[src/rtl/mole_game_pkg.sv]
// Shared types and constants for the whack-a-mole game engine.
// Holds the game state enum, the LFSR seed/tap mask and the default
// parameter values used by mole_game_core.
package mole_game_pkg;

  typedef enum logic [1:0] {
    IDLE = 2'd0,
    PLAY = 2'd1,
    OVER = 2'd2
  } game_state_t;

  // x^16+x^14+x^13+x^11+1 in right-shift Fibonacci form: the feedback bit is
  // the XOR of register bits 0, 2, 3 and 5 and enters at bit 15.
  localparam logic [15:0] LFSR_SEED = 16'hACE1;
  localparam logic [15:0] LFSR_TAPS = 16'h002D;

  localparam int DEF_N_HOLES       = 8;
  localparam int DEF_SCORE_W       = 8;
  localparam int DEF_GAME_SECONDS  = 30;
  localparam int DEF_TICKS_PER_SEC = 100_000_000;
  localparam int DEF_MOLE_LIFE     = 150_000_000;

endpackage

[src/rtl/lfsr16.sv]
// Free-running 16-bit Fibonacci LFSR used as the mole position source.
// Ports: clk, rst_n (async active-low, loads LFSR_SEED), value (full register).
// Advances every clock regardless of game state.
module lfsr16
  import mole_game_pkg::*;
(
  input  logic        clk,
  input  logic        rst_n,
  output logic [15:0] value
);

  always_ff @(posedge clk or negedge rst_n) begin
    if (!rst_n) begin
      value <= LFSR_SEED;
    end else begin
      value <= {^(value & LFSR_TAPS), value[15:1]};
    end
  end

endmodule

[src/rtl/mole_game_core.sv]
// Whack-a-mole game engine: IDLE/PLAY/OVER control, mole placement, scoring,
// countdown and timed-mode mole lifetime. All outputs come from registers.
// Ports: start/mode_timed/penalty_en/guess_valid/guess in; mole_pos, playing,
// game_over, score, seconds and one-cycle hit/miss/expired pulses out.
module mole_game_core
  import mole_game_pkg::*;
#(
  parameter int N_HOLES       = DEF_N_HOLES,
  parameter int POS_W         = $clog2(N_HOLES),
  parameter int SCORE_W       = DEF_SCORE_W,
  parameter int GAME_SECONDS  = DEF_GAME_SECONDS,
  parameter int TICKS_PER_SEC = DEF_TICKS_PER_SEC,
  parameter int MOLE_LIFE     = DEF_MOLE_LIFE
) (
  input  logic               clk,
  input  logic               rst_n,
  input  logic               start,
  input  logic               mode_timed,
  input  logic               penalty_en,
  input  logic               guess_valid,
  input  logic [POS_W-1:0]   guess,
  output logic [POS_W-1:0]   mole_pos,
  output logic               playing,
  output logic               game_over,
  output logic [SCORE_W-1:0] score,
  output logic [7:0]         seconds,
  output logic               hit,
  output logic               miss,
  output logic               expired
);

  localparam int TICK_W = (TICKS_PER_SEC > 1) ? $clog2(TICKS_PER_SEC) : 1;
  localparam int LIFE_W = $clog2(MOLE_LIFE);
  localparam logic [TICK_W-1:0] TICK_LAST = TICK_W'(TICKS_PER_SEC - 1);
  localparam logic [LIFE_W-1:0] LIFE_LAST = LIFE_W'(MOLE_LIFE - 1);

  logic [15:0] lfsr;

  lfsr16 u_lfsr (
    .clk   (clk),
    .rst_n (rst_n),
    .value (lfsr)
  );

  game_state_t        state, state_nxt;
  logic [TICK_W-1:0]  tick_cnt, tick_nxt;
  logic [LIFE_W-1:0]  life_cnt, life_nxt;
  logic               timed_q, timed_nxt;
  logic               pen_q, pen_nxt;
  logic [POS_W-1:0]   pos_nxt;
  logic [SCORE_W-1:0] score_nxt;
  logic [7:0]         seconds_nxt;
  logic               hit_nxt, miss_nxt, exp_nxt;
  logic               last_tick, game_end, is_hit, life_up;

  // Next mole hole: LFSR modulo hole count, bumped by one (with wrap) when it
  // would land on the current hole so every move is visible.
  function automatic logic [POS_W-1:0] pick_pos(input logic [15:0] r,
                                                input logic [POS_W-1:0] cur);
    logic [15:0] m;
    m = r % 16'(N_HOLES);
    if (m[POS_W-1:0] == cur) begin
      if (m == 16'(N_HOLES - 1)) return '0;
      return m[POS_W-1:0] + POS_W'(1);
    end
    return m[POS_W-1:0];
  endfunction

  always_comb begin
    state_nxt   = state;
    tick_nxt    = tick_cnt;
    life_nxt    = life_cnt;
    timed_nxt   = timed_q;
    pen_nxt     = pen_q;
    pos_nxt     = mole_pos;
    score_nxt   = score;
    seconds_nxt = seconds;
    hit_nxt     = 1'b0;
    miss_nxt    = 1'b0;
    exp_nxt     = 1'b0;

    last_tick = (tick_cnt == TICK_LAST);
    game_end  = last_tick && (seconds == 8'd1);
    // mole_pos is always below N_HOLES, so an out-of-range guess never matches
    // and falls through to the miss path.
    is_hit    = guess_valid && (guess == mole_pos);
    life_up   = timed_q && (life_cnt == LIFE_LAST);

    if (start) begin
      // Restart takes priority over everything, including a same-cycle guess.
      state_nxt   = PLAY;
      tick_nxt    = '0;
      life_nxt    = '0;
      timed_nxt   = mode_timed;
      pen_nxt     = penalty_en;
      pos_nxt     = pick_pos(lfsr, mole_pos);
      score_nxt   = '0;
      seconds_nxt = 8'(GAME_SECONDS);
    end else if (state == PLAY) begin
      if (game_end) begin
        // Final tick ends the game; guesses and expiries this cycle are dropped.
        state_nxt   = OVER;
        tick_nxt    = '0;
        seconds_nxt = 8'd0;
      end else begin
        if (last_tick) begin
          tick_nxt    = '0;
          seconds_nxt = seconds - 8'd1;
        end else begin
          tick_nxt = tick_cnt + TICK_W'(1);
        end

        if (is_hit) begin
          // A hit absorbs a coincident expiry: one move, no expired pulse.
          hit_nxt  = 1'b1;
          pos_nxt  = pick_pos(lfsr, mole_pos);
          life_nxt = '0;
          if (score != '1) score_nxt = score + SCORE_W'(1);
        end else begin
          if (guess_valid) begin
            miss_nxt = 1'b1;
            if (pen_q && (score != '0)) score_nxt = score - SCORE_W'(1);
          end
          if (life_up) begin
            exp_nxt  = 1'b1;
            pos_nxt  = pick_pos(lfsr, mole_pos);
            life_nxt = '0;
          end else if (timed_q) begin
            life_nxt = life_cnt + LIFE_W'(1);
          end
        end
      end
    end
  end

  always_ff @(posedge clk or negedge rst_n) begin
    if (!rst_n) begin
      state    <= IDLE;
      tick_cnt <= '0;
      life_cnt <= '0;
      timed_q  <= 1'b0;
      pen_q    <= 1'b0;
      mole_pos <= '0;
      score    <= '0;
      seconds  <= 8'(GAME_SECONDS);
      hit      <= 1'b0;
      miss     <= 1'b0;
      expired  <= 1'b0;
    end else begin
      state    <= state_nxt;
      tick_cnt <= tick_nxt;
      life_cnt <= life_nxt;
      timed_q  <= timed_nxt;
      pen_q    <= pen_nxt;
      mole_pos <= pos_nxt;
      score    <= score_nxt;
      seconds  <= seconds_nxt;
      hit      <= hit_nxt;
      miss     <= miss_nxt;
      expired  <= exp_nxt;
    end
  end

  assign playing   = (state == PLAY);
  assign game_over = (state == OVER);

endmodule

[config.mk]
export PLATFORM = sky130hd
export DESIGN_NAME = mole_game_core
export DESIGN_NICKNAME = d
export VERILOG_FILES = /design/src/rtl/mole_game_pkg.sv /design/src/rtl/lfsr16.sv /design/src/rtl/mole_game_core.sv
export SDC_FILE = /design/constraint.sdc
export NUM_CORES = 1
export LEC_CHECK = 0
export ABC_AREA = 1
export BUFFER_PORTS_ARGS = -buffer_cell sky130_fd_sc_hd__buf_2
export CORE_MARGIN = 2
export CORE_UTILIZATION = 45
export CTS_BUF_LIST = sky130_fd_sc_hd__clkbuf_4 sky130_fd_sc_hd__clkbuf_8
export DETAILED_ROUTE_END_ITERATION = 12
export PLACE_DENSITY = 0.69
export SKIP_CTS_REPAIR_TIMING = 1
export SYNTH_ARGS = -nofsm -noshare
export SYNTH_HDL_FRONTEND = slang
export SYNTH_HIERARCHICAL = 1
export SYNTH_SLANG_ARGS = --single-unit
export TNS_END_PERCENT = 20
[constraint.sdc]
create_clock -name clk -period 2.5 [get_ports clk]
set_clock_uncertainty 0.1 [all_clocks]
set_input_delay 0 -clock clk [delete_from_list [all_inputs] [get_ports clk]]
set_output_delay 0 -clock clk [all_outputs]
set_load 0.05 [all_outputs]
==> metrics.log, run 1 <==
[metrics] worst path arrival time: 2.50 ns
[metrics] CP max FO: 3
[metrics] Sink Count: 97
[metrics] 1st-iter DRT viols: 516
[metrics] total power divided by cell area: 639 mW/mm^2
[metrics] Register Area: 0.00244 sq mm
[metrics] sequential share of the synthesized area: between 40% and 50%
[metrics] peak clock frequency supported by timing: between 400 and 500 MHz
[metrics] total power after layout: around 4.3 mW
[metrics] Gate power share: about a third
[metrics] share of total power in the clock network: between 20% and 30%
[metrics] Global Route Usage Sum: a little over a fifth
[metrics] share of async-settable or async-resettable flops after synthesis: 100%
[metrics] Floorplan Core Area: approximately 0.013 sq mm
[metrics] depth of the CTS H-tree: 3
[metrics] insertion delay of the later-clocked pin in the worst-skew pair: around 0.40 ns
[metrics] final setup fails: 0
[metrics] R2R setup slack: ~0.18 ns
[metrics] minimum period implied by the final worst setup slack: roughly 2.3 ns
[metrics] number of global-route vias before repair: between 5000 and 6000
[metrics] worst flop-to-flop path startpoint: tick_cnt[1]
[metrics] clock transition at the registers of the reported paths: 0.12 ns
[metrics] total internal power: between 2 and 3 mW
[metrics] post-synthesis sequential element count: slightly below 100
[metrics] die extent in x: around 120 microns
[metrics] transition time of the tightest slew-check pin: 0.719 ns
[metrics] post-route clock period utilization: 92.8%
[metrics] type of element capturing the critical path: flop
[metrics] depth of the most critical reg-to-reg path: 10
[metrics] final worst setup slack: approximately 0.18 ns
[metrics] post-route ant nets: 0
[metrics] number of clock buffers inserted by TritonCTS: 9
[metrics] number of warnings printed during yosys synthesis: 6
[metrics] largest cells by area after synthesis: dfrtp_1 (35%), nand2_1 (12%), inv_1 (6.7%), nor2_1 (5.6%), nand3_1 (5.3%)
[metrics] Switch Pwr: approximately 1.8 mW
[metrics] reported max-cap violation count: 0
[metrics] area of the mapped netlist: approximately 0.0060 sq mm
[metrics] total of buffers placed on input and output ports: 32
[metrics] vias per cell: about 5.2
[metrics] filler cell count in the final layout: roughly 1300
[metrics] CTS tree: done
[metrics] multi-input logic area: 0.00307 sq mm
[metrics] post-synthesis net count: 837
[metrics] first-pass iteration count of the detailed router: 8
[metrics] register share of total power: between 40% and 50%
[metrics] post-placement worst setup slack: 0.278 ns
[metrics] Avg WL per Cell: around 14 microns
[metrics] final HPWL from detailed placement: between 10000 and 15000 microns
[metrics] number of nets at the end of the flow: between 800 and 900
[metrics] initial standard-cell utilization of the core: between 40% and 50%
[metrics] CTS max path bufs: 2
[metrics] leakage power of the design: between 3 and 4 nW
[metrics] buffer cell driving the clock tree root: clkbuf_8
[metrics] run status: finished, final reports clean
[metrics] Critical Path Start Type: flop
[metrics] share of layout cells above drive strength 1: about an eighth
[metrics] distinct cell type count after synthesis: 49
[metrics] Yosys top cell area share: a little over a third
[metrics] global-route wire length before repair: between 20000 and 25000 microns
[metrics] worst endpoint required time: 2.68 ns
[metrics] I/O pins: 33
[metrics] initial antenna violation count: 0
[metrics] routability congestion estimate: between 0.9 and 1
[metrics] die footprint: about 0.014 sq mm
[metrics] min-delay worst type: primary input to async pin
[metrics] number of enable flip-flop cells after synthesis: 0
[metrics] total via count in the routed design: about 5400
[metrics] final number of max-transition violations: 0
[metrics] Die Height: ~120 microns
[metrics] final setup TNS: 0 ns
[metrics] remaining global-route overflow: 0
[metrics] total routed wirelength: 14900 microns
[metrics] proportion of total power due to net switching: between 40% and 50%
[metrics] setup repair after global routing missed its margin: no
[metrics] cell count after synthesis: around 820
[metrics] final core utilization: slightly above 50%
[metrics] count of unresolved DRC violations after routing: 0
[metrics] FF-to-FF End: miss
[metrics] Final Hold Vio Count: 0
[metrics] peak ir drop on the vdd network: 456 uV
[metrics] # diodes: 0
[metrics] largest net degree at the start of global routing: 55
[metrics] commonest register cell after synthesis: dfrtp_1
[metrics] # rows: 42
[metrics] worst setup path class: flop to flop
[metrics] syn avg cell area: approximately 7.4 sq um
[metrics] Yosys top cell by area: dfrtp_1
[metrics] Max-slew headroom: a little over half
[metrics] P&R area growth vs syn: 11.0%
-- registers in the layout, summed over array words and instances (netlist names), 2 cells and up --
signal,flops
score,8
life_cnt,28
mole_pos,3
tick_cnt,27
seconds,8
state,2
u_lfsr/value,16
-- metal layers --
metal / GRT usage (%) / wire length, microns
met5: 0 / 0
met4: 7.35 / 206
met3: 3.14 / 699
met2: 32.9 / 6540
met1: 31.9 / 7460
-- through the flow --
stage | cell area, sq um | hold WS, ns | std cells
after floorplan | 6040 | -0.396 | 816
after detailed placement | 6430 | 0.00509 | 1020
after global placement | 6430 | -0.00322 | 1020
after CTS | 6640 | -0.445 | 1036
after global routing | 6700 | 0.148 | 1042
final | 6700 | 0.0839 | 1042
-- synth_stat cells, types with 2 or more instances --
| library cell | instances |
|---|---|
| nand2_1 | 198 |
| inv_1 | 107 |
| nor2_1 | 90 |
| dfrtp_1 | 85 |
| nand3_1 | 64 |
| nor3_1 | 51 |
| nand4_1 | 26 |
| xor2_1 | 26 |
| a21oi_1 | 22 |
| o21ai_0 | 21 |
| dfstp_2 | 12 |
| ha_1 | 12 |
| o21ai_2 | 10 |
| o21ai_1 | 8 |
| xnor2_1 | 7 |
| clkbuf_1 | 6 |
| nand3b_1 | 5 |
| nor3_2 | 5 |
| nor4_1 | 5 |
| o22ai_1 | 5 |
| buf_2 | 4 |
| buf_6 | 4 |
| inv_2 | 4 |
| nor2_4 | 4 |
| or2_2 | 4 |
| a211oi_1 | 2 |
| a22o_1 | 2 |
| a31oi_1 | 2 |
| buf_4 | 2 |
| nand2_2 | 2 |
| o2111ai_1 | 2 |
| o21bai_1 | 2 |
-- layout by cell type (no fill, tap or decap), types with 6 or more instances in the layout --
cell type	Yosys	layout
nand2_1	198	197
inv_1	107	107
nor2_1	90	90
dfrtp_1	85	83
nand3_1	64	64
nor3_1	51	51
buf_2	4	31
nand4_1	26	26
xor2_1	26	26
a21oi_1	22	22
o21ai_0	21	21
buf_4	2	13
ha_1	12	12
dfstp_2	12	12
o21ai_2	10	10
clkbuf_8	0	9
o21ai_1	8	8
xnor2_1	7	7
dlygate4sd3_1	0	6
-- worst max-delay path by stage --
stage / slack [ns] / startpoint / end
finish: 0.18 / tick_cnt[1] / miss
floorplan: 0.003 / mole_pos[2] / score[6]
detailed placement: 0.28 / mole_pos[0] / life_cnt[23]
global placement: 0.31 / mole_pos[0] / score[0]
global route: 0.0003 / mole_pos[0] / life_cnt[20]
CTS: 0.21 / mole_pos[0] / life_cnt[27]
-- cell families (layout without fill, tap and decap cells) --
| group | count (synthesis) | in the layout | share of synthesized area (%) |
|---|---|---|---|
| multiplexers | 2 | 2 | 0.352 |
| flip-flops | 97 | 97 | 40.4 |
| XOR/XNOR | 33 | 33 | 4.79 |
| AND/OR/NAND/NOR | 462 | 462 | 35.1 |
| adder cells (fa/ha/maj) | 12 | 12 | 2.49 |
| AO/OA/AOI/OAI | 80 | 80 | 8.02 |
| buffers and inverters | 130 | 180 | 8.83 |
-- worst max-delay path: stages, from the launching register on --
cell and delay [ns]:
dfrtp_1 0.38, ha_1 0.17, inv_1 0.08, nor3_4 0.15, nand2_2 0.10, nor3_2 0.15
nand3_1 0.16, nand3_1 0.14, buf_4 0.17, a211oi_1 0.05, dlygate4sd3_1 0.56
-- layout make-up --
type | instances | share of cell area [%]
multi-input cells | 589 | 45.8
flip-flops and latches | 97 | 36.5
inverters | 113 | 6.37
repair buffers | 51 | 4.97
well taps | 176 | 3.29
clock buffers | 9 | 1.85
clock inverters | 7 | 1.29
-- power by group through the flow --
stage | Sequential, mW | Combinational (mW) | Clock, mW
floorplan | 2.12 | 0.784 | 0
global placement | 1.88 | 1.35 | 0
detailed placement | 1.87 | 1.36 | 0
CTS | 1.84 | 1.36 | 1.11
global route | 1.86 | 1.54 | 1.16
finish | 1.84 | 1.37 | 1.07
Power figures use the tool's default switching activity.
==> inputs of run 2 (changes only) <==
--- a/config.mk
+++ b/config.mk
@@ -5,7 +5,6 @@
 export SDC_FILE = /design/constraint.sdc
 export NUM_CORES = 1
 export LEC_CHECK = 0
-export ABC_AREA = 1
 export BUFFER_PORTS_ARGS = -buffer_cell sky130_fd_sc_hd__buf_2
 export CORE_MARGIN = 2
 export CORE_UTILIZATION = 45
==> run 2 against run 1 <==
  * Routed wire length fell by 19%
  * Sequential power fell by 8%
  * Synthesized cell count fell by 34%
  * Worst setup slack got worse by 0.16 ns
  * Highest routed layer unchanged
==> metrics.log, run 2 <==
[metrics] global-route wire length before repair: 20700 microns (was 24900 microns)
[metrics] registers with the most flip-flops: life_cnt (28), tick_cnt (27), u_lfsr/value (16) (unchanged)
[metrics] insertion delay of the later-clocked pin in the worst-skew pair: 0.37 ns (was 0.40 ns)
[metrics] Placed Area: 0.00574 sq mm (was 0.00643 sq mm)
[metrics] post-synthesis share of cell area spent on xor and xnor gates: 6.79% (was 4.79%)
[metrics] number of nets at the end of the flow: 613 (was 882)
[metrics] post-route ant nets: 0 (unchanged)
[metrics] final HPWL from detailed placement: 8400 microns (was 11200 microns)
[metrics] worst path arrival time: 2.64 ns (was 2.50 ns)
[metrics] number of clock buffers inserted by TritonCTS: 9 (unchanged)
[metrics] number of warnings printed during yosys synthesis: 6 (unchanged)
[metrics] depth of the CTS H-tree: 3 (unchanged)
[metrics] minimum period implied by the final worst setup slack: 2.48 ns (was 2.32 ns)
[metrics] total via count in the routed design: 4302 (was 5425)
[metrics] setup repair after global routing missed its margin: yes (was no)
[metrics] min-delay worst type: primary input to flop (was primary input to async pin)
[metrics] vias per cell: 5.81 (was 5.21)
[metrics] count of unresolved DRC violations after routing: 0 (unchanged)
[metrics] list of cells traversed by the critical path: xnor2_2 -> nand4_1 -> buf_6 -> ha_1 -> nand3_1 -> nand2_1 -> a41oi_1 -> a21oi_1 -> xor2_1 -> a32o_1 (was ha_1 -> inv_1 -> nor3_4 -> nand2_2 -> nor3_2 -> nand3_1 -> nand3_1 -> buf_4 -> a211oi_1 -> dlygate4sd3_1)
[metrics] main combinational cell family by area after synthesis: simple AND/OR/NAND/NOR gates (unchanged)
[metrics] adder-cell share of the synthesized area: 2.87% (was 2.49%)
[metrics] 1st-iter DRT viols: 304 (was 516)
[metrics] final number of max-transition violations: 0 (unchanged)
[metrics] buffer cell driving the clock tree root: clkbuf_8 (unchanged)
[metrics] peak ir drop on the vdd network: 349 uV (was 456 uV)
[metrics] peak clock frequency supported by timing: 403 MHz (was 431 MHz)
[metrics] remaining global-route overflow: 0 (unchanged)
[metrics] most frequent cells in the layout: dfrtp_1 (81), nor2_1 (50), nand2_1 (34), buf_2 (31), buf_4 (31) (was nand2_1 (197), inv_1 (107), nor2_1 (90), dfrtp_1 (83), nand3_1 (64))
[metrics] Global Route Usage Sum: 20.0% (was 21.7%)
[metrics] final core utilization: 53.2% (was 50.8%)
[metrics] CP max stage cell: dfrtp_2 (was dlygate4sd3_1)
[metrics] register share of total power: 49.5% (was 43.0%)
[metrics] reported max-cap violation count: 0 (unchanged)
[metrics] register ranked first by flip-flop count: life_cnt (unchanged)
[metrics] post-route clock period utilization: 99.3% (was 92.8%)
[metrics] most frequent cells after synthesis: dfrtp_1 (85), nor2_1 (50), nand2_1 (35) (was nand2_1 (198), inv_1 (107), nor2_1 (90))
[metrics] final instance area: 0.00604 sq mm (was 0.00670 sq mm)
[metrics] Max-slew headroom: 57.6% (was 52.1%)
[metrics] I/O pins: 33 (unchanged)
[metrics] first-pass iteration count of the detailed router: 4 (was 8)
[metrics] proportion of total power due to net switching: 29.8% (was 41.2%)
[metrics] P&R area growth vs syn: 15.4% (was 11.0%)
[metrics] share of layout cells above drive strength 1: 21.4% (was 13.2%)
[metrics] post-synthesis net count: 556 (was 837)
[metrics] post-placement worst setup slack: -0.00445 ns (was 0.278 ns)
[metrics] clock transition at the registers of the reported paths: 0.09 ns (was 0.12 ns)
[metrics] share of async-settable or async-resettable flops after synthesis: 100% (unchanged)
[metrics] Hold WS: 0.00304 ns (was 0.0839 ns)
[metrics] final worst setup slack: 0.0180 ns (was 0.179 ns)
[metrics] area fraction in and, or, nand and nor cells after synthesis: 23.8% (was 35.1%)
[metrics] most repeated cell in the gate-level netlist after synthesis: dfrtp_1 (was nand2_1)
[metrics] # diodes: 0 (unchanged)
[metrics] total power after layout: 3.41 mW (was 4.28 mW)
[metrics] max reg flops: 28 (unchanged)
[metrics] number of global-route vias before repair: 4417 (was 5062)
[metrics] initial antenna violation count: 0 (unchanged)
[metrics] Floorplan Core Area: 0.0114 sq mm (was 0.0132 sq mm)
[metrics] initial standard-cell utilization of the core: 46.0% (was 45.8%)
[metrics] R2R setup slack: 0.02 ns (was 0.18 ns)
[metrics] Die Height: 112 microns (was 120 microns)
[metrics] total power divided by cell area: 565 mW/mm^2 (was 639 mW/mm^2)
[metrics] distinct cell type count after synthesis: 61 (was 49)
[metrics] cell count after synthesis: 535 (was 816)
[metrics] total of buffers placed on input and output ports: 32 (unchanged)
[metrics] Yosys top cell by area: dfrtp_1 (unchanged)
[metrics] run status: finished, final reports clean (unchanged)
[metrics] max incr delay on CP: 0.43 ns (was 0.56 ns)
[metrics] commonest register cell after synthesis: dfrtp_1 (unchanged)
[metrics] depth of the most critical reg-to-reg path: 10 (unchanged)
[metrics] worst setup path endpoint: score[6] (was miss)
[metrics] multiplexer share of the synthesized area: 2.20% (was 0.352%)
[metrics] CTS max path bufs: 2 (unchanged)
[metrics] area of the mapped netlist: 0.00524 sq mm (was 0.00604 sq mm)
[metrics] largest net degree at the start of global routing: 54 (was 55)
[metrics] die footprint: 0.0125 sq mm (was 0.0144 sq mm)
[metrics] type of element capturing the critical path: flop (unchanged)
[metrics] transition time of the tightest slew-check pin: 0.627 ns (was 0.719 ns)
[metrics] FF-to-FF End: score[6] (was miss)
[metrics] Sink Count: 97 (unchanged)
[metrics] Final Hold Vio Count: 0 (unchanged)
[metrics] launch point of the worst path: mole_pos[2] (was tick_cnt[1])
[metrics] syn avg cell area: 9.79 sq um (was 7.40 sq um)
[metrics] post-synthesis sequential element count: 97 (unchanged)
[metrics] # rows: 39 (was 42)
[metrics] CTS tree: done (unchanged)
[metrics] number of enable flip-flop cells after synthesis: 0 (unchanged)
[metrics] Critical Path Start Type: flop (unchanged)
[metrics] sequential share of the synthesized area: 46.7% (was 40.4%)
[metrics] Yosys top cell area share: 40.6% (was 35.2%)
[metrics] compound-cell area share of the yosys netlist: 14.4% (was 8.02%)
[metrics] share of total power in the clock network: 31.4% (was 25.0%)
[metrics] final setup fails: 0 (unchanged)
[metrics] die extent in x: 112 microns (was 120 microns)
[metrics] Hold Path Cell Cnt: 2
[metrics] worst endpoint required time: 2.66 ns (was 2.68 ns)
[metrics] CP max FO: 9 (was 3)
[metrics] Switch Pwr: 1.02 mW (was 1.76 mW)
[metrics] worst flop-to-flop path startpoint: mole_pos[2] (was tick_cnt[1])
[metrics] routability congestion estimate: 0.829 (was 0.950)
[metrics] largest cells by area after synthesis: dfrtp_1 (41%), dfstp_2 (6.0%), nor2_1 (3.6%), xor2_1 (3.5%), ha_1 (2.9%) (was dfrtp_1 (35%), nand2_1 (12%), inv_1 (6.7%), nor2_1 (5.6%), nand3_1 (5.3%))
[metrics] worst setup path class: flop to flop (unchanged)
[metrics] total internal power: 2.40 mW (was 2.52 mW)
[metrics] leakage power of the design: 2.59 nW (was 3.15 nW)
[metrics] most common cell after layout, fill and taps aside: dfrtp_1 (was nand2_1)
[metrics] total routed wirelength: 12000 microns (was 14900 microns)
[metrics] Avg WL per Cell: 16.2 microns (was 14.3 microns)
[metrics] Gate power share: 19.1% (was 32.0%)
run 2: cell count changes after synthesis, moves of 8 or more:
cell     previous run  this run
and3_1              1         9
nor2_1             90        50
inv_1             107        16
or3_1               0        12
o31ai_1             1        13
or4_1               0        17
nand2_1           198        35
nor3_1             51        16
nand3_1            64        23
o21ai_0            21        30
o21ai_2            10         0
nand4_1            26        15
run 2: kinds of logic (layout without fill, tap and decap cells):
| logic type | after synthesis | in the layout |
|---|---|---|
| AO/OA/AOI/OAI | 113 | 113 |
| XOR/XNOR | 38 | 38 |
| adder cells (fa/ha/maj) | 12 | 12 |
| buffers and inverters | 39 | 101 |
| flip-flops | 97 | 97 |
| multiplexers | 11 | 11 |
| AND/OR/NAND/NOR | 225 | 225 |
run 2: power by group through the flow:
| stage | registers (mW) | logic [mW] | clock network [mW] |
|---|---|---|---|
| 2_1_floorplan | 1.80 | 0.348 | 0 |
| 3_3_place_gp | 1.72 | 0.610 | 0 |
| 3_5_place_dp | 1.72 | 0.624 | 0 |
| 4_1_cts | 1.69 | 0.627 | 1.10 |
| 5_1_grt | 1.70 | 0.716 | 1.15 |
| 6_report | 1.69 | 0.651 | 1.07 |
run 2: how the worst min path moves through the flow:
| stage | startpoint | endpoint | slack (ns) |
|---|---|---|---|
| 3_5_place_dp | rst_n | life_cnt[15] | -0.04 |
| 4_1_cts | rst_n | life_cnt[18] | -0.45 |
| 5_1_grt | start | timed_q | 0.009 |
| 2_1_floorplan | rst_n | expired | -0.40 |
| 6_report | start | timed_q | 0.003 |
| 3_3_place_gp | rst_n | life_cnt[15] | -0.05 |
run 2: cell type report:
cell class	instances	area (sq um)
well taps	143	179
repair buffers	69	470
clock inverters	4	52.6
clock buffers	12	153
multi-input cells	399	2680
flip-flops and latches	97	2450
fillers	1019	5330
inverters	16	60.1
run 2: critical path: cells and delay by family (launching register included):
kind,cells,cell delay [ns]
AO/OA/AOI/OAI,3,0.66
flip-flops,1,0.43
adder cells (fa/ha/maj),1,0.38
XOR/XNOR,2,0.31
AND/OR/NAND/NOR,3,0.31
buffers and inverters,1,0.18
run 2: stage by stage:
step	TNS, ns	cells
2_1_floorplan	-0.112	535
4_1_cts	-0.0181	734
3_3_place_gp	0	718
5_1_grt	-0.342	740
3_5_place_dp	-0.00445	718
6_report	0	740
run 2: metal layers:
metal	GRT usage (%)	up-vias	wire length [microns]
met5	0	-	0
met4	7.24	0	221
met3	3.86	19	327
met2	33.7	67	6010
met1	25.7	2140	5450
li1	-	2076	-
==> inputs of run 3 (changes only) <==
--- a/config.mk
+++ b/config.mk
@@ -10,7 +10,8 @@
 export CORE_UTILIZATION = 45
 export CTS_BUF_LIST = sky130_fd_sc_hd__clkbuf_4 sky130_fd_sc_hd__clkbuf_8
 export DETAILED_ROUTE_END_ITERATION = 12
-export PLACE_DENSITY = 0.69
+export GPL_TIMING_DRIVEN = 0
+export PLACE_DENSITY = 0.71
 export SKIP_CTS_REPAIR_TIMING = 1
 export SYNTH_ARGS = -nofsm -noshare
 export SYNTH_HDL_FRONTEND = slang
==> constraint.sdc (replaced) <==
create_clock -name clk -period 2.03 [get_ports clk]
set_clock_uncertainty 0.1 [all_clocks]
set_input_delay 0 -clock clk [delete_from_list [all_inputs] [get_ports clk]]
set_output_delay 0 -clock clk [all_outputs]
set_load 0.05 [all_outputs]
==> run 3 against run 2 <==
  * The flow now finishes with violations (negative hold slack, negative setup slack)
  * Largest power group unchanged
  * Final cell count up 2.4%
  * Routed wire length up 4.6%
  * Die area unchanged
  * Combinational power up 36%
==> metrics.log, run 3 (synthesis results as in run 2) <==
[metrics] setup repair after global routing missed its margin: yes (unchanged)
[metrics] worst endpoint required time: 2.21 ns (was 2.66 ns)
[metrics] registers with the most flip-flops: life_cnt (28), tick_cnt (27), u_lfsr/value (16) (unchanged)
[metrics] post-route ant nets: 0 (unchanged)
[metrics] P&R area growth vs syn: 24.2% (was 15.4%)
[metrics] total via count in the routed design: 4421 (was 4302)
[metrics] Final Hold Vio Count: 19 (was 0)
[metrics] # rows: 39 (unchanged)
[metrics] most frequent cells in the layout: dfrtp_1 (76), nor2_1 (49), nand2_1 (34), buf_2 (33), buf_4 (26) (was dfrtp_1 (81), nor2_1 (50), nand2_1 (34), buf_2 (31), buf_4 (31))
[metrics] register share of total power: 49.9% (was 49.5%)
[metrics] remaining global-route overflow: 0 (unchanged)
[metrics] initial antenna violation count: 0 (unchanged)
[metrics] Switch Pwr: 1.30 mW (was 1.02 mW)
[metrics] routability congestion estimate: 0.850 (was 0.829)
[metrics] initial standard-cell utilization of the core: 46.0% (unchanged)
[metrics] transition time of the tightest slew-check pin: 0.801 ns (was 0.627 ns)
[metrics] die extent in x: 112 microns (unchanged)
[metrics] placed cell count: 711 (was 718)
[metrics] final setup TNS: -14.44 ns (was 0 ns)
[metrics] insertion delay of the later-clocked pin in the worst-skew pair: 0.39 ns (was 0.37 ns)
[metrics] number of global-route vias before repair: 4125 (was 4417)
[metrics] first-pass iteration count of the detailed router: 5 (was 4)
[metrics] reported max-cap violation count: 0 (unchanged)
[metrics] register ranked first by flip-flop count: life_cnt (unchanged)
[metrics] max incr delay on CP: 0.48 ns (was 0.43 ns)
[metrics] 1st-iter DRT viols: 327 (was 304)
[metrics] total power after layout: 4.19 mW (was 3.41 mW)
[metrics] # diodes: 0 (unchanged)
[metrics] worst path arrival time: 2.86 ns (was 2.64 ns)
[metrics] Die Height: 112 microns (unchanged)
[metrics] minimum period implied by the final worst setup slack: 2.68 ns (was 2.48 ns)
[metrics] Max-slew headroom: 46.0% (was 57.6%)
[metrics] final HPWL from detailed placement: 8330 microns (was 8400 microns)
[metrics] violations in the final reports: negative hold slack, negative setup slack
[metrics] min-delay worst type: primary input to async pin (was primary input to flop)
[metrics] total of buffers placed on input and output ports: 32 (unchanged)
[metrics] Hold WS: -0.0132 ns (was 0.00304 ns)
[metrics] Critical Path Start Type: flop (unchanged)
[metrics] proportion of total power due to net switching: 31.0% (was 29.8%)
[metrics] total power divided by cell area: 645 mW/mm^2 (was 565 mW/mm^2)
[metrics] Buf/Inv on CP: 1 (unchanged)
[metrics] post-placement worst setup slack: -0.790 ns (was -0.00445 ns)
[metrics] post-route clock period utilization: 132% (was 99.3%)
[metrics] Placed Area: 0.00565 sq mm (was 0.00574 sq mm)
[metrics] CTS max path bufs: 2 (unchanged)
[metrics] CP max stage cell: dfrtp_2 (unchanged)
[metrics] total internal power: 2.89 mW (was 2.40 mW)
[metrics] Floorplan Core Area: 0.0114 sq mm (unchanged)
[metrics] clock transition at the registers of the reported paths: 0.10 ns (was 0.09 ns)
[metrics] Avg WL per Cell: 16.6 microns (was 16.2 microns)
[metrics] I/O pins: 33 (unchanged)
[metrics] Sink Count: 97 (unchanged)
[metrics] share of total power in the clock network: 29.0% (was 31.4%)
[metrics] peak clock frequency supported by timing: 373 MHz (was 403 MHz)
[metrics] depth of the CTS H-tree: 3 (unchanged)
[metrics] number of nets at the end of the flow: 631 (was 613)
[metrics] CTS tree: done (unchanged)
[metrics] Global Route Usage Sum: 19.8% (was 20.0%)
[metrics] type of element capturing the critical path: flop (unchanged)
[metrics] final worst setup slack: -0.648 ns (was 0.0180 ns)
[metrics] filler cell count in the final layout: 951 (was 1019)
[metrics] number of clock buffers inserted by TritonCTS: 9 (unchanged)
[metrics] list of cells traversed by the critical path: xnor2_4 -> nand4_1 -> buf_6 -> ha_4 -> o21ai_2 -> a41oi_2 -> o21ai_1 -> o21ai_2 -> mux2i_1 -> mux2_2 (was xnor2_2 -> nand4_1 -> buf_6 -> ha_1 -> nand3_1 -> nand2_1 -> a41oi_1 -> a21oi_1 -> xor2_1 -> a32o_1)
[metrics] max reg flops: 28 (unchanged)
[metrics] CP max FO: 6 (was 9)
[metrics] final setup fails: 46 (was 0)
[metrics] Gate power share: 21.1% (was 19.1%)
[metrics] largest net degree at the start of global routing: 68 (was 54)
[metrics] buffer cell driving the clock tree root: clkbuf_8 (unchanged)
[metrics] peak ir drop on the vdd network: 518 uV (was 349 uV)
[metrics] Top delay family on crit path: compound AO/OA/AOI/OAI gates (unchanged)
[metrics] share of layout cells above drive strength 1: 31.5% (was 21.4%)
[metrics] final number of max-transition violations: 0 (unchanged)
[metrics] most common cell after layout, fill and taps aside: dfrtp_1 (unchanged)
[metrics] worst setup path class: flop to flop (unchanged)
[metrics] global-route wire length before repair: 20200 microns (was 20700 microns)
[metrics] cell seen most often among critical-path stages: o21ai_2
[metrics] non-filler cells in the finished layout: 758 (was 740)
[metrics] vias per cell: 5.83 (was 5.81)
[metrics] total routed wirelength: 12600 microns (was 12000 microns)
[metrics] count of unresolved DRC violations after routing: 0 (unchanged)
[metrics] die footprint: 0.0125 sq mm (unchanged)
[metrics] final core utilization: 57.2% (was 53.2%)
[metrics] final instance area: 0.00650 sq mm (was 0.00604 sq mm)
[metrics] leakage power of the design: 2.71 nW (was 2.59 nW)
[metrics] run status: finished with violations (was finished, final reports clean)
==> run 3: cell types whose count changed in the layout (fill, tap and decap cells not counted), moves of 5 or more <==
cell,before,now
a21oi_1,23,12
a21oi_2,1,12
buf_4,31,26
buf_6,2,10
clkbuf_1,0,7
dfrtp_1,81,76
dfrtp_2,4,9
nor3_1,16,11
o21ai_0,27,21
or4_1,17,11
or4_4,0,6
==> run 3: final cells by class <==
| class | count | area [sq um] | area share [%] |
|---|---|---|---|
| plain buffers | 23 | 178 | 2.73 |
| clock buffers | 12 | 159 | 2.44 |
| clock inverters | 4 | 26.3 | 0.404 |
| inverters | 16 | 60.1 | 0.924 |
| multi-input cells | 399 | 2990 | 46.0 |
| flip-flops and latches | 97 | 2450 | 37.7 |
| well taps | 143 | 179 | 2.75 |
| repair buffers | 64 | 452 | 6.95 |
==> run 3: metal layers <==
layer  track usage [%]  vias to the layer above  share of wire (%)
li1                  -                     2107                  -
met5                 0                        -                  0
met3              4.79                       20                4.1
met4              6.75                        0                1.6
met2              31.0                       92                 49
met1              27.2                     2202                 46
==> run 3: power groups by stage <==
stage / logic (mW) / clock network [mW] / registers, mW
2_1_floorplan: 0.429 / 0 / 2.22
3_3_place_gp: 0.711 / 0 / 2.12
3_5_place_dp: 0.735 / 0 / 2.12
4_1_cts: 0.739 / 1.25 / 2.08
5_1_grt: 0.965 / 1.33 / 2.10
6_report: 0.886 / 1.21 / 2.09
==> run 3: path summary, 6_finish.rpt <==
check	slack, ns	endpoint	start	cells after the start
setup / recovery	-0.65	score[7]	mole_pos[1]	10
hold / removal	-0.01	u_lfsr/value[12]	rst_n	2
hold reg to reg	0.26	u_lfsr/value[8]	u_lfsr/value[9]	0
setup reg to reg	-0.65	score[7]	mole_pos[1]	10
max in group asynchronous	1.12	seconds[1]	rst_n	3
min in group clk	0.06	miss	guess[1]	4
==> run 3: worst reg2reg max path, stage by stage, from the launching register on <==
cell and delay, ns:
dfrtp_2 0.48, xnor2_4 0.20, nand4_1 0.21, buf_6 0.21, ha_4 0.28, o21ai_2 0.06
a41oi_2 0.22, o21ai_1 0.10, o21ai_2 0.17, mux2i_1 0.21, mux2_2 0.34
